<file path="config.mk">
export PLATFORM = sky130hd
export DESIGN_NAME = spi_master_param_flat
export DESIGN_NICKNAME = d
export VERILOG_FILES = /design/src/rtl/spi_master_param_if.sv /design/src/rtl/spi_master_param.sv /design/src/flat_wrapper.sv
export SDC_FILE = /design/constraint.sdc
export NUM_CORES = 1
export LEC_CHECK = 0
export CAP_MARGIN = 20
export CORE_AREA = 3 3 61 63
export DETAILED_ROUTE_END_ITERATION = 7
export DIE_AREA = 0 0 64 66
export GPL_ROUTABILITY_DRIVEN = 0
export PLACE_DENSITY = 0.73
export SLEW_MARGIN = 5
export SYNTH_ARGS = -nofsm -noshare
export SYNTH_HDL_FRONTEND = slang
export SYNTH_SLANG_ARGS = --single-unit
</file>
<file path="constraint.sdc">
create_clock -name clk -period 2.4 [get_ports clk]
set_input_delay 0.6 -clock clk [delete_from_list [all_inputs] [get_ports clk]]
set_output_delay 0.6 -clock clk [all_outputs]
set_load 0.005 [all_outputs]
</file>
<file path="src/rtl/spi_master_param_if.sv">
`default_nettype none
// ============================================================================
// Module   : spi_master_param_if
// Brief    : Word handshake and SPI pin bundle; MISO pins exist with SPI_MISO_EN.
// Revision : 1.0
// ============================================================================
interface spi_master_param_if #(
   parameter int WIDTH = 16
) ();
   logic [WIDTH-1:0] tx_data;
   logic             tx_last;
   logic             tx_valid;
   logic             tx_ready;
   logic             busy;
   logic             done;
   logic             sck;
   logic             mosi;
   logic             cs_n;
`ifdef SPI_MISO_EN
   logic             miso;
   logic [WIDTH-1:0] rx_data;
   logic             rx_valid;

   modport master (
      input  tx_data, tx_last, tx_valid, miso,
      output tx_ready, busy, done, sck, mosi, cs_n, rx_data, rx_valid
   );
   modport slave (
      output tx_data, tx_last, tx_valid, miso,
      input  tx_ready, busy, done, sck, mosi, cs_n, rx_data, rx_valid
   );
`else
   modport master (
      input  tx_data, tx_last, tx_valid,
      output tx_ready, busy, done, sck, mosi, cs_n
   );
   modport slave (
      output tx_data, tx_last, tx_valid,
      input  tx_ready, busy, done, sck, mosi, cs_n
   );
`endif
endinterface
`default_nettype wire

</file>
<file path="src/rtl/spi_master_param.sv">
`default_nettype none
// ============================================================================
// Module   : spi_master_param
// Brief    : Parametrised SPI master with CS-held bursts; SPI_MISO_EN adds capture.
// Revision : 1.0
// ============================================================================
module spi_master_param #(
   parameter int WIDTH = 16,
   parameter int DIV   = 2,
   parameter bit CPOL  = 1'b0,
   parameter bit CPHA  = 1'b0,
   parameter int GAP   = 1
) (
   input  wire logic          clk,
   input  wire logic          res,
   spi_master_param_if.master bus
);
   localparam int C_CNT_MAX = (DIV > GAP) ? ((DIV > 1) ? DIV : 2) : ((GAP > 1) ? GAP : 2);
   localparam int C_CW      = $clog2(C_CNT_MAX);
   localparam int C_BW      = $clog2(WIDTH);
   localparam logic [C_CW-1:0] C_DIV_LAST = C_CW'(DIV - 1);
   localparam logic [C_CW-1:0] C_GAP_LAST = C_CW'(GAP - 1);
   localparam logic [C_BW-1:0] C_BIT_LAST = C_BW'(WIDTH - 1);

   typedef enum logic [2:0] {
      S_IDLE  = 3'd0,
      S_SETUP = 3'd1,
      S_SHIFT = 3'd2,
      S_HOLD  = 3'd3,
      S_CHAIN = 3'd4,
      S_GAP   = 3'd5
   } state_t;

   state_t           r_state;
   logic [C_CW-1:0]  r_cnt;
   logic [C_BW-1:0]  r_bit;
   logic             r_lead;
   logic             r_tail;
   logic [WIDTH-1:0] r_sh;
   logic             r_last;
   logic             r_sck;
   logic             r_mosi;
   logic             r_cs_n;
   logic             r_busy;
   logic             r_done;
`ifdef SPI_MISO_EN
   logic [WIDTH-1:0] r_rx_sh;
   logic [WIDTH-1:0] r_rx_data;
   logic             r_rx_valid;
`endif

   logic w_ready;
   logic w_accept;
   logic w_tick;

   assign w_ready  = ((r_state == S_IDLE) || (r_state == S_CHAIN)) & ~res;
   assign w_accept = bus.tx_valid & w_ready;
   assign w_tick   = (r_cnt == C_DIV_LAST);

   always_ff @(posedge clk) begin
      if (res) begin
         r_state <= S_IDLE;
         r_cnt   <= '0;
         r_bit   <= '0;
         r_lead  <= 1'b1;
         r_tail  <= 1'b0;
         r_sh    <= '0;
         r_last  <= 1'b0;
         r_sck   <= CPOL;
         r_mosi  <= 1'b0;
         r_cs_n  <= 1'b1;
         r_busy  <= 1'b0;
         r_done  <= 1'b0;
`ifdef SPI_MISO_EN
         r_rx_sh    <= '0;
         r_rx_data  <= '0;
         r_rx_valid <= 1'b0;
`endif
      end else begin
         r_done <= 1'b0;
`ifdef SPI_MISO_EN
         r_rx_valid <= 1'b0;
`endif
         case (r_state)
            S_IDLE, S_CHAIN: begin
               if (w_accept) begin
                  // CPHA=0 presents the MSB immediately, so the register holds the remaining bits
                  r_sh   <= CPHA ? bus.tx_data : {bus.tx_data[WIDTH-2:0], 1'b0};
                  if (!CPHA) r_mosi <= bus.tx_data[WIDTH-1];
                  r_last  <= bus.tx_last;
                  r_cs_n  <= 1'b0;
                  r_busy  <= 1'b1;
                  r_cnt   <= '0;
                  r_bit   <= '0;
                  r_lead  <= 1'b1;
                  r_tail  <= 1'b0;
                  r_state <= S_SETUP;
               end
            end
            S_SETUP, S_SHIFT: begin
               r_cnt <= w_tick ? '0 : r_cnt + C_CW'(1);
               if (w_tick) begin
                  if (r_tail) begin
                     r_state <= S_HOLD;
                  end else begin
                     r_state <= S_SHIFT;
                     r_sck   <= ~r_sck;
                     r_lead  <= ~r_lead;
                     if (r_lead == CPHA) begin
                        if (CPHA || (r_bit != C_BIT_LAST)) begin
                           r_mosi <= r_sh[WIDTH-1];
                           r_sh   <= {r_sh[WIDTH-2:0], 1'b0};
                        end
                     end else begin
`ifdef SPI_MISO_EN
                        r_rx_sh <= {r_rx_sh[WIDTH-2:0], bus.miso};
`endif
                     end
                     if (!r_lead) begin
                        if (r_bit == C_BIT_LAST) r_tail <= 1'b1;
                        else                     r_bit  <= r_bit + C_BW'(1);
                     end
                  end
               end
            end
            S_HOLD: begin
               r_cnt <= w_tick ? '0 : r_cnt + C_CW'(1);
               if (w_tick) begin
                  r_done <= 1'b1;
                  r_busy <= 1'b0;
`ifdef SPI_MISO_EN
                  r_rx_data  <= r_rx_sh;
                  r_rx_valid <= 1'b1;
`endif
                  if (r_last) begin
                     r_cs_n  <= 1'b1;
                     r_state <= (GAP == 0) ? S_IDLE : S_GAP;
                  end else begin
                     r_state <= S_CHAIN;
                  end
               end
            end
            S_GAP: begin
               if (r_cnt == C_GAP_LAST) begin
                  r_cnt   <= '0;
                  r_state <= S_IDLE;
               end else begin
                  r_cnt <= r_cnt + C_CW'(1);
               end
            end
            default: r_state <= S_IDLE;
         endcase
      end
   end

   assign bus.tx_ready = w_ready;
   assign bus.busy     = r_busy;
   assign bus.done     = r_done;
   assign bus.sck      = r_sck;
   assign bus.mosi     = r_mosi;
   assign bus.cs_n     = r_cs_n;
`ifdef SPI_MISO_EN
   assign bus.rx_data  = r_rx_data;
   assign bus.rx_valid = r_rx_valid;
`endif

endmodule
`default_nettype wire

</file>
<file path="src/flat_wrapper.sv">
// flat-port wrapper written by rule: the top's interface ports become plain ports
module spi_master_param_flat 
#(
   parameter int WIDTH = 16,
   parameter int DIV   = 2,
   parameter bit CPOL  = 1'b0,
   parameter bit CPHA  = 1'b0,
   parameter int GAP   = 1
)
  (clk, res, bus_tx_data, bus_tx_last, bus_tx_valid, bus_tx_ready, bus_busy, bus_done, bus_sck, bus_mosi, bus_cs_n);
  spi_master_param_if #(.WIDTH(WIDTH)) bus_i ();
  input  wire logic clk;
  input  wire logic res;
  input wire logic [$bits(bus_i.tx_data)-1:0] bus_tx_data;
  input wire logic [$bits(bus_i.tx_last)-1:0] bus_tx_last;
  input wire logic [$bits(bus_i.tx_valid)-1:0] bus_tx_valid;
  output wire logic [$bits(bus_i.tx_ready)-1:0] bus_tx_ready;
  output wire logic [$bits(bus_i.busy)-1:0] bus_busy;
  output wire logic [$bits(bus_i.done)-1:0] bus_done;
  output wire logic [$bits(bus_i.sck)-1:0] bus_sck;
  output wire logic [$bits(bus_i.mosi)-1:0] bus_mosi;
  output wire logic [$bits(bus_i.cs_n)-1:0] bus_cs_n;
  assign bus_i.tx_data = bus_tx_data;
  assign bus_i.tx_last = bus_tx_last;
  assign bus_i.tx_valid = bus_tx_valid;
  assign bus_tx_ready = bus_i.tx_ready;
  assign bus_busy = bus_i.busy;
  assign bus_done = bus_i.done;
  assign bus_sck = bus_i.sck;
  assign bus_mosi = bus_i.mosi;
  assign bus_cs_n = bus_i.cs_n;
  spi_master_param #(.WIDTH(WIDTH), .DIV(DIV), .CPOL(CPOL), .CPHA(CPHA), .GAP(GAP)) u_core (.clk(clk), .res(res), .bus(bus_i));
endmodule
</file>
### Word-level counts from Yosys, hierarchy flattened

Cells that the tools add are included.

* output and inout bits: 6
* word-level logic and storage cells: 100
* register bits after elaboration: 32
* input port bits: 20

* equality and inequality tests: 16
* multiplexer cells: 44
* reductions and logical operators: 19
* $add $sub $neg: 2
* bitwise logic cells: 7

Operators by type and width (count)
* $mux 16: 5
* $pmux 16 s2: 1
* $mux 1: 21
* $mux 4: 5
* $mux 3: 4
* $pmux 3 s4: 1
* $reduce_and 4->1: 3
* $reduce_and 6->1: 2
* $ne 2x1->1 const B: 5
* $pmux 1 s2: 5
* $reduce_and 3->1: 3
* $ne 2x2->1 const B: 4
* $pmux 4 s2: 1
* $eq 3x2->1 const B: 2
* $eq 3x3->1 const B: 2
* $reduce_or 2->1: 3
* $not 1->1: 5
* $add 4x1->4 const B: 1
* $eq 4x4->1 const B: 1
* $ne 4x4->1 const B: 1
* $reduce_and 2->1: 2
* $reduce_bool 2->1: 2
* $eq 3x1->1 const B: 1
* $logic_not 3->1: 1
* 6 further kinds: 7

### Longest topological paths before layout

* depth after elaboration: 6
* depth in mapped cells: 7
* mapped depth without buffers: 5

### Worst setup path before layout

Ideal clock, no wire load.

* path kind: input to output
* start point: in res
* end point: out bus_tx_ready
* buffers on the path: 2
* path slack: 0.494 ns
* cell stages on the path: 3
* data arrival time: 1.306 ns
* required time: 1.800 ns
* cells stage by stage: clkbuf_1 > buf_1 > nor3_1

* longest elaborated chain between the ends: 2

Ends and longest elaborated chain
* start, declared: line flat_wrapper.sv:13 `input wire logic res;`
* $not 1->1: line spi_master_param.sv:56 `assign w_ready = ((r_state == S_IDLE) || (r_state == S_CHAIN)) & ~res;`
* $and 1x1->1: line spi_master_param.sv:56
* end, declared: line flat_wrapper.sv:17 `output wire logic [$bits(bus_i.tx_ready)-1:0] bus_tx_ready;`

No other way between the ends.

### Final worst setup path

* start point: reg u_core.r_state[1]
* end point: out bus_tx_ready

* longest elaborated chain between the ends: 3
* elaborated cells on any way between the ends: 4
* those cells by class: eq/ne: 1; bitwise: 1; reduce/logical: 2

Ends and longest elaborated chain
* start, declared: line spi_master_param.sv:34 `state_t r_state;`
* start signal, assigned: line spi_master_param.sv:137 `r_state <= (GAP == 0) ? S_IDLE : S_GAP;`
* $eq 3x3->1 / $logic_not 3->1 (equally long branches): line spi_master_param.sv:56
* $logic_or 1x1->1 (*): line spi_master_param.sv:56
* $and 1x1->1 (*): line spi_master_param.sv:56

Mark *: on every way between the ends. The rest lies on a longest branch, timed or not.

==> results.yml <==
sta:
  fin_crit_ps: 2292
  tightest_slew_ps: 657.2
  finalHoldViolations: 0
  setup_violations: 0
  fin_tns_setup_ps: 0
  worst_clock_skew_ps: 6.960
  final_min_period_over_clock_period_pct: 95.50
  slew_headroom_pct: 56.12
  rsz0062_at_grt: "false"
  final_max_slew_viol_count: 0
  max_freq_mhz: 436.3
layout:
  multiInputGateArea_um2: 862.1
  n_antenna_cell: 0
  drive_gt1_share_pct: 15.26
  reg.largest.list: "u_core.r_sh x15, u_core.r_bit x4, u_core.r_state x3"
  fill_cells: 300
  syn_to_final_growth_pct: 21.51
  regMostFlops: "u_core.r_sh"
  register_area_um2: 620.6
  fin_nets: 210
  largest_reg_flops: 15
yosys:
  ys_ff_latch: 31
  synthArstFlopShare_pct: 0
  yosys.area.top_type: "dfxtp_1"
  synth.area.top_cells: "dfxtp_1 (39%), mux2i_1 (8.9%), a21oi_1 (6.7%), a211oi_2 (5.6%), a211oi_1 (3.8%)"
  yosysTopAreaCellShare_pct: 39.37
  synth_cell_types: 46
  synth_edf_count: 0
  ys_warn_count: 0
  yosysSeqAreaShare_pct: 39.37
  avgSynthCellArea_um2: 9.613
  synth_area_um2: 1577
  synth-main-ff-cell: "dfxtp_1"
  syn_inst: 164
  synthesis.nets: 185
clock_tree:
  clkLatencyLatePin_ps: 330
  clk_path_buf_depth: 2
  postCtsHoldBufs: 0
  cts_num_sinks: 31
  cts-buffers-inserted: 5
  post-cts-setup-buffers: 0
  cts_root_buffer: "clkbuf_4"
  ctsResizeCount: 0
  path_clk_slew_ps: 90
  cts.htree.levels: 2
  cts_tree: "built"
worst_setup_path:
  path_delay_family: "flip-flops"
  crit_arrival_ps: 1690
  worst-endpoint-required_ps: 1800
  cp_max_fo: 16
  cp-end-kind: "output pin"
  critPathSlowestCell: "dfxtp_1"
  r2r-end: "u_core.r_sh[7]"
  reg2reg_from: "u_core.r_state[1]"
  worstPathBufferInverterCount: 1
  critPathMaxStageDelay_ps: 750
  cp.depth: 2
  r2r_cells: 5
  r2r_slack_ps: 440
  crit_path_cell_trace: "nor3_1, clkdlybuf4s50_1"
  crit_type: "reg -> out"
  cp-start-kind: "flop"
grt:
  grt_usage_pct: 15.78
  antenna_found_initial: 0
  grt_pass1_vias: 1212
  grt_max_degree: 31
  grt_pass1_wl_mm: 5.257
  grt_overflow_total: 0
worst_hold_path:
  hold_path_class: "reg -> reg"
  hold_end: "u_core.r_bit[1]"
  holdPathStages: 2
  hp-start: "u_core.r_bit[1]"
run_status:
  status: "finished, final reports clean"
die:
  io_pins: 26
  core_um2: 3284
  initial_utilization_pct: 48.00
  die_y_um: 66
  die_w_um: 64
  die_area_um2: 4224
  rows: 21
power_and_ir_drop:
  ir_drop_mv: 0.3872
  powerDensity_nw_per_um2: 688.9
  power_mw: 1.320
  p_leak_nw: 0.7036
drt:
  drc: 0
  viasPerCell: 5.538
  ant_nets: 0
  first_pass_iters: 7
  drt_iter0_markers: 101
  wl_per_cell_um: 13.39
  vias: 1307
  routed_wl_mm: 3.159
place:
  io_buffers: 25
  hpwlAfterDp_mm: 2.200
job:
  cap_violations: 0
[worst min-delay path, cell delays in order (launching register included)]
cell,delay [ps]
dfxtp_1,330
nand2_1,80
o21ai_2,50
[metrics by stage]
| step | util, % | cell area (um2) | cells | hold slack [ps] | worst slack, ps |
|---|---|---|---|---|---|
| final | 58.32 | 1916 | 236 | 494.9 | 108.1 |
| after global routing | 58.32 | 1916 | 236 | 511.3 | 42.17 |
| after CTS | 58.32 | 1916 | 236 | 500.1 | 118.2 |
| after detailed placement | 56.23 | 1847 | 228 | 486.6 | 118.1 |
| after global placement | 56.23 | 1847 | 228 | 464.0 | 124.1 |
| after floorplan | - | 1577 | 164 | 452.7 | 494.4 |
[synth_stat cells, drive strengths merged (2+ instances only)]
library cell and n:
xor2 2, nor3b 2, a211oi 15, a21oi 21
o21bai 2, clkbuf 5, nand2b 5, nand4 2
buf 8, nor3 5, nor2 8, xnor2 4
inv 3, dfxtp 31, nor4b 2, nand2 9
o21ai 6, nand3 4, mux2i 14
[area by class of cell]
cell class / count / area share, %
inverter: 3 / 0.5879
clock buffer: 8 / 3.592
tap: 46 / 3.005
sequential: 31 / 32.40
multi-input combinational: 117 / 45.00
timing repair buffer: 31 / 15.41
[worst max path at each step]
stage	from	to	slack, ps
after floorplan	res	bus_tx_ready	490
after global placement	res	bus_tx_ready	120
after detailed placement	res	bus_tx_ready	120
after CTS	res	bus_tx_ready	120
after global routing	u_core.r_state[1]	bus_tx_ready	40
final	u_core.r_state[1]	bus_tx_ready	110
[cells by family (layout without fill, tap and decap cells)]
group	Yosys count	after routing	synth area share, %
xor+xnor	6	6	3.810
buf+inv	16	42	5.952
compound gates	55	55	26.03
mux	14	14	8.889
flops	31	31	39.37
simple gates	41	41	15.16
fa+ha+maj	1	1	0.7935
[layer usage]
layer | GRT usage, % | part of all wire (%)
met5 | 0 | 0
met4 | 7.278 | 1.7
met3 | 4.082 | 4.5
met2 | 25.16 | 46
met1 | 19.85 | 47
[power breakdown]
part | internal [mW] | switching, mW
logic | 0.176 | 0.184
registers | 0.567 | 0.0485
clock network | 0.172 | 0.172
total | 0.915 | 0.405
[layout by cell type, fill, tap and decap left out, types with 4 or more instances in the layout]
| master | count |
|---|---|
| nand2_1 | 8 |
| a211oi_1 | 8 |
| clkbuf_4 | 5 |
| clkdlybuf4s50_1 | 25 |
| buf_4 | 6 |
| nand2b_1 | 5 |
| a211oi_2 | 7 |
| mux2i_1 | 14 |
| dfxtp_1 | 31 |
| a21oi_1 | 21 |
| xnor2_1 | 4 |
| nor3_1 | 5 |
| nor2_1 | 8 |
(Power assumes the default switching activity.)
==> RTL edit 1: new RTL, same flow settings <==
`CPOL` is set to 1'b0 in 2 places; all go to 1'b1.
--- a/src/rtl/spi_master_param.sv
+++ b/src/rtl/spi_master_param.sv
@@ -8,5 +8,5 @@
    parameter int WIDTH = 16,
    parameter int DIV   = 2,
-   parameter bit CPOL  = 1'b0,
+   parameter bit CPOL  = 1'b1,
    parameter bit CPHA  = 1'b0,
    parameter int GAP   = 1
--- a/src/flat_wrapper.sv
+++ b/src/flat_wrapper.sv
@@ -4,5 +4,5 @@
    parameter int WIDTH = 16,
    parameter int DIV   = 2,
-   parameter bit CPOL  = 1'b0,
+   parameter bit CPOL  = 1'b1,
    parameter bit CPHA  = 1'b0,
    parameter int GAP   = 1
Check against the original RTL: not equivalent (Yosys sat finds a counterexample within 4 cycles, from zero or initial values).
==> RTL edit 1 against the original RTL <==
- combinational power is 1% higher
- wire length up 2.8%
- final area down 2.0%
- sequential cell count unchanged
- worst setup slack worse by 0.031 ns
- critical endpoint unchanged
- area after synthesis fell by 2.5%
- die area stayed put
- total power shrank 4.3%
==> RTL edit 1: results (changes against the original RTL) <==
Run status
  • Status: complete, no violations (unchanged)

Synth
  • Synth area leaders: dfxtp_1 (40%), mux2i_1 (9.8%), a21oi_1 (6.8%), a211oi_2 (5.7%), a211oi_1 (4.4%) (was dfxtp_1 (39%), mux2i_1 (8.9%), a21oi_1 (6.7%), a211oi_2 (5.6%), a211oi_1 (3.8%))
  • Top cells by count, synth: dfxtp_1 (31), a21oi_1 (21), mux2i_1 (15) (was dfxtp_1 (31), a21oi_1 (21), mux2i_1 (14))
  • Post-synthesis adder-cell area fraction: 0.8143% (was 0.7937%)
  • Yosys top cell area share: 40.39% (was 39.37%)
  • Post-synthesis xor/xnor area fraction: 3.339% (was 3.810%)
  • Post-synthesis compound-gate area fraction: 25.24% (was 26.03%)

Setup path
  • Family with the most delay on the worst path: buffers and inverters (was flip-flops)
  • Worst reg-to-reg path cell count: 4 (was 5)
  • Slowest-stage cell, CP: clkdlybuf4s50_1 (was dfxtp_1)
  • CP max FO: 4 (was 16)

Placement
  • DP Cell Count: 227 (was 228)
  • DP HPWL: 2.299 mm (was 2.200 mm)
  • Port-buffer cells: 25 (unchanged)

Clocking
  • CTS Buffer Depth: 2 (unchanged)

Route
  • Drt wl/cell: 13.82 µm (was 13.39 µm)
  • First-pass detailed-route iteration total: 4 (was 7)
  • Initial detailed-routing violation count: 46 (was 101)

Cells and area
  • Layout Cells excl Fill: 235 (was 236)
  • Final #Nets: 209 (was 210)
  • Share of cells above drive strength 1: 12.17% (was 15.26%)

Global routing
  • Vias in the first global route: 1311 (was 1212)
  • Global-route wire length before repair: 5.706 mm (was 5.257 mm)

Timing
  • Slew HR: 63.27% (was 56.12%)
  • Worst Skew: 0.01037 ns (was 0.006960 ns)

Worst hold path
  • Worst Hold Launch: u_core.r_bit[1] (unchanged)
  • Hold Path End: u_core.r_bit[1] (unchanged)

Power and ir drop
  • Leak: 0.6911 nW (was 0.7036 nW)
==> RTL edit 1: cell type report <==
type / count / area, µm²
Clock buffer: 7 / 45.04
Clock inverter: 1 / 5.005
Fill cell: 297 / 1408
Inverter: 2 / 7.507
Multi-Input combinational cell: 116 / 825.8
Sequential cell: 31 / 620.6
Tap cell: 46 / 57.56
Timing Repair Buffer: 32 / 315.3
==> RTL edit 1: worst max path at each step <==
stage          depth (start not counted)            to  startpoint  slack, ns
5_1_grt                                3  bus_tx_ready         res       0.03
3_5_place_dp                           3  bus_tx_ready         res       0.07
6_report                               3  bus_tx_ready         res       0.08
2_1_floorplan                          3  bus_tx_ready         res       0.48
4_1_cts                                3  bus_tx_ready         res       0.07
3_3_place_gp                           3  bus_tx_ready         res       0.09
==> RTL edit 1: cells by family (layout without fill, tap and decap cells) <==
kind of cell	after synthesis	after routing
DFF	31	31
AOI/OAI and AO/OA	55	55
xor gates and xnor gates	5	5
adders and majority gates	1	1
muxes	15	15
buffers and inverters	17	42
and+or+nand+nor	40	40
==> RTL edit 1: power by group <==
group	internal, W	total [W]	switching, W
Sequential	0.000567	0.000614	0.0000471
Clock	0.000114	0.000286	0.000173
Combinational	0.000182	0.000363	0.000180
==> RTL edit 1: routing by layer <==
metal	routed length (µm)	vias to the layer above	global-route usage [%]	part of all wire, %
met5	0	-	0	0
li1	-	650	-	-
met2	1570	32	28.52	48
met1	1447	590	20.38	45
met3	150	7	4.422	4.6
met4	78	0	10.51	2.4
==> RTL edit 1: per-stage QoR <==
stage	area, µm²	power, W	hold slack [ns]
3_3_place_gp	1827	0.0009718	0.4571
5_1_grt	1877	0.001340	0.5089
4_1_cts	1877	0.001273	0.4854
2_1_floorplan	1536	0.0008824	0.4410
6_report	1877	0.001263	0.4824
3_5_place_dp	1827	0.0009891	0.4601
==> RTL edit 2: new RTL, same flow settings <==
Without the edit above. The 6 states of `state_t` get a Gray code encoding in 3 bits.
--- a/src/rtl/spi_master_param.sv
+++ b/src/rtl/spi_master_param.sv
@@ -24,10 +24,10 @@
 
    typedef enum logic [2:0] {
-      S_IDLE  = 3'd0,
-      S_SETUP = 3'd1,
-      S_SHIFT = 3'd2,
-      S_HOLD  = 3'd3,
-      S_CHAIN = 3'd4,
-      S_GAP   = 3'd5
+      S_IDLE  = 3'b000,
+      S_SETUP = 3'b001,
+      S_SHIFT = 3'b011,
+      S_HOLD  = 3'b010,
+      S_CHAIN = 3'b110,
+      S_GAP   = 3'b111
    } state_t;
 
Function: same outputs for any inputs over 10 cycles, from zero or initial values; not proved beyond that.
==> RTL edit 2 against the original RTL <==
- fmax decreased by 3.1%
- area after synthesis is 11% higher
- register-to-register slack worse by 0.12 ns
- wire length is 18% higher
- non-clock buffer count up 6
- critical path depth grew 1
- sequential cell count unchanged
- sequential share of layout area fell by 3.3 points
- final area rose by 11%
- cell count up 15%
- worst setup slack worse by 0.074 ns
- largest cell class unchanged
Power is not compared: it rests on default switching activity, and its combinational part moved more than twofold at a synthesized area within 25%.
==> RTL edit 2: results (changes against the original RTL) <==
Cells and area
  • Area delta synth->final: 21.64% (was 21.51%)
  • Bufs w/o clock: 37 (was 31)
  • Final clock-cell share: 3.406% (was 3.592%)
  • Num sequential: 31 (unchanged)
  • Data buffer area share: 15.97% (was 15.41%)
  • Non-clk invs: 8 (was 3)
  • Multi-input logic cell count: 142 (was 117)
  • Clock Buffer Count: 7 (was 8)
  • Final #Nets: 246 (was 210)
  • Multi-input gate area: 1010 µm² (was 862.1 µm²)

Clocking
  • CTS resizes: 1 (was 0)

Worst hold path
  • Worst Hold Launch: u_core.r_sh[6] (was u_core.r_bit[1])
  • Hold Path End: u_core.r_sh[6] (was u_core.r_bit[1])

Placement
  • Cell Area, Placed: 2053 µm² (was 1847 µm²)
  • DP HPWL: 2.737 mm (was 2.200 mm)
  • DP Cell Count: 264 (was 228)
  • Placement Setup Slack: -0.06018 ns (was 0.1181 ns)

Setup path
  • Worst reg-to-reg path cell count: 4 (was 5)
  • CP max FO: 3 (was 16)
  • CP arrival: 1.77 ns (was 1.69 ns)
  • Reg2reg end: u_core.r_sh[2] (was u_core.r_sh[7])
  • R2R Path Start: u_core.r_state[0] (was u_core.r_state[1])
  • Worst setup startpoint: res (was u_core.r_state[1])
  • Reg2Reg Setup Slack: 0.32 ns (was 0.44 ns)

Synth
  • Syn_area_per_cell: 8.983 µm² (was 9.613 µm²)
  • Top cells by count, synth: nand2_1 (38), dfxtp_1 (31), mux2i_1 (18) (was dfxtp_1 (31), a21oi_1 (21), mux2i_1 (14))
  • Syn nets: 216 (was 185)
  • Netlist cell types: 48 (was 46)
  • Seq/Total Area, Yosys: 35.43% (was 39.37%)

Route
  • First-pass detailed-route iteration total: 4 (was 7)
  • Routed vias/inst: 5.379 (was 5.538)
  • Routed wire length: 3.743 mm (was 3.159 mm)

Timing
  • Slew @ Worst Pin: 0.7261 ns (was 0.6572 ns)
  • Worst Skew: 0.004720 ns (was 0.006960 ns)
  • Worst hold slack: 0.4657 ns (was 0.4949 ns)

Global routing
  • Global-route wire length before repair: 6.423 mm (was 5.257 mm)
  • Vias in the first global route: 1514 (was 1212)
  • All-Layer GR Usage: 19.60% (was 15.78%)

Run status
  • Status: complete, no violations (unchanged)
-- RTL edit 2: layer usage --
| layer | GRT usage [%] | wire [µm] |
|---|---|---|
| met1 | 20.10 | 1572 |
| met5 | 0 | 0 |
| met3 | 6.293 | 165 |
| met2 | 35.10 | 1922 |
| met4 | 10.78 | 82 |
-- RTL edit 2: cells by family (layout without fill, tap and decap cells) --
| kind of cell | count (synthesis) | count (layout) | synth area share (%) |
|---|---|---|---|
| buffers and inverters | 22 | 53 | 7.214 |
| XOR/XNOR | 2 | 2 | 1.000 |
| flip-flops | 31 | 31 | 35.43 |
| adder cells (fa/ha/maj) | 2 | 2 | 1.286 |
| AO/OA/AOI/OAI | 28 | 28 | 13.36 |
| multiplexers | 33 | 33 | 19.93 |
| AND/OR/NAND/NOR | 77 | 77 | 21.79 |
-- RTL edit 2: worst max-delay path, stage by stage --
cell             delay, ns
clkdlybuf4s50_1       0.46
nor3_2                0.18
clkdlybuf4s50_1       0.52
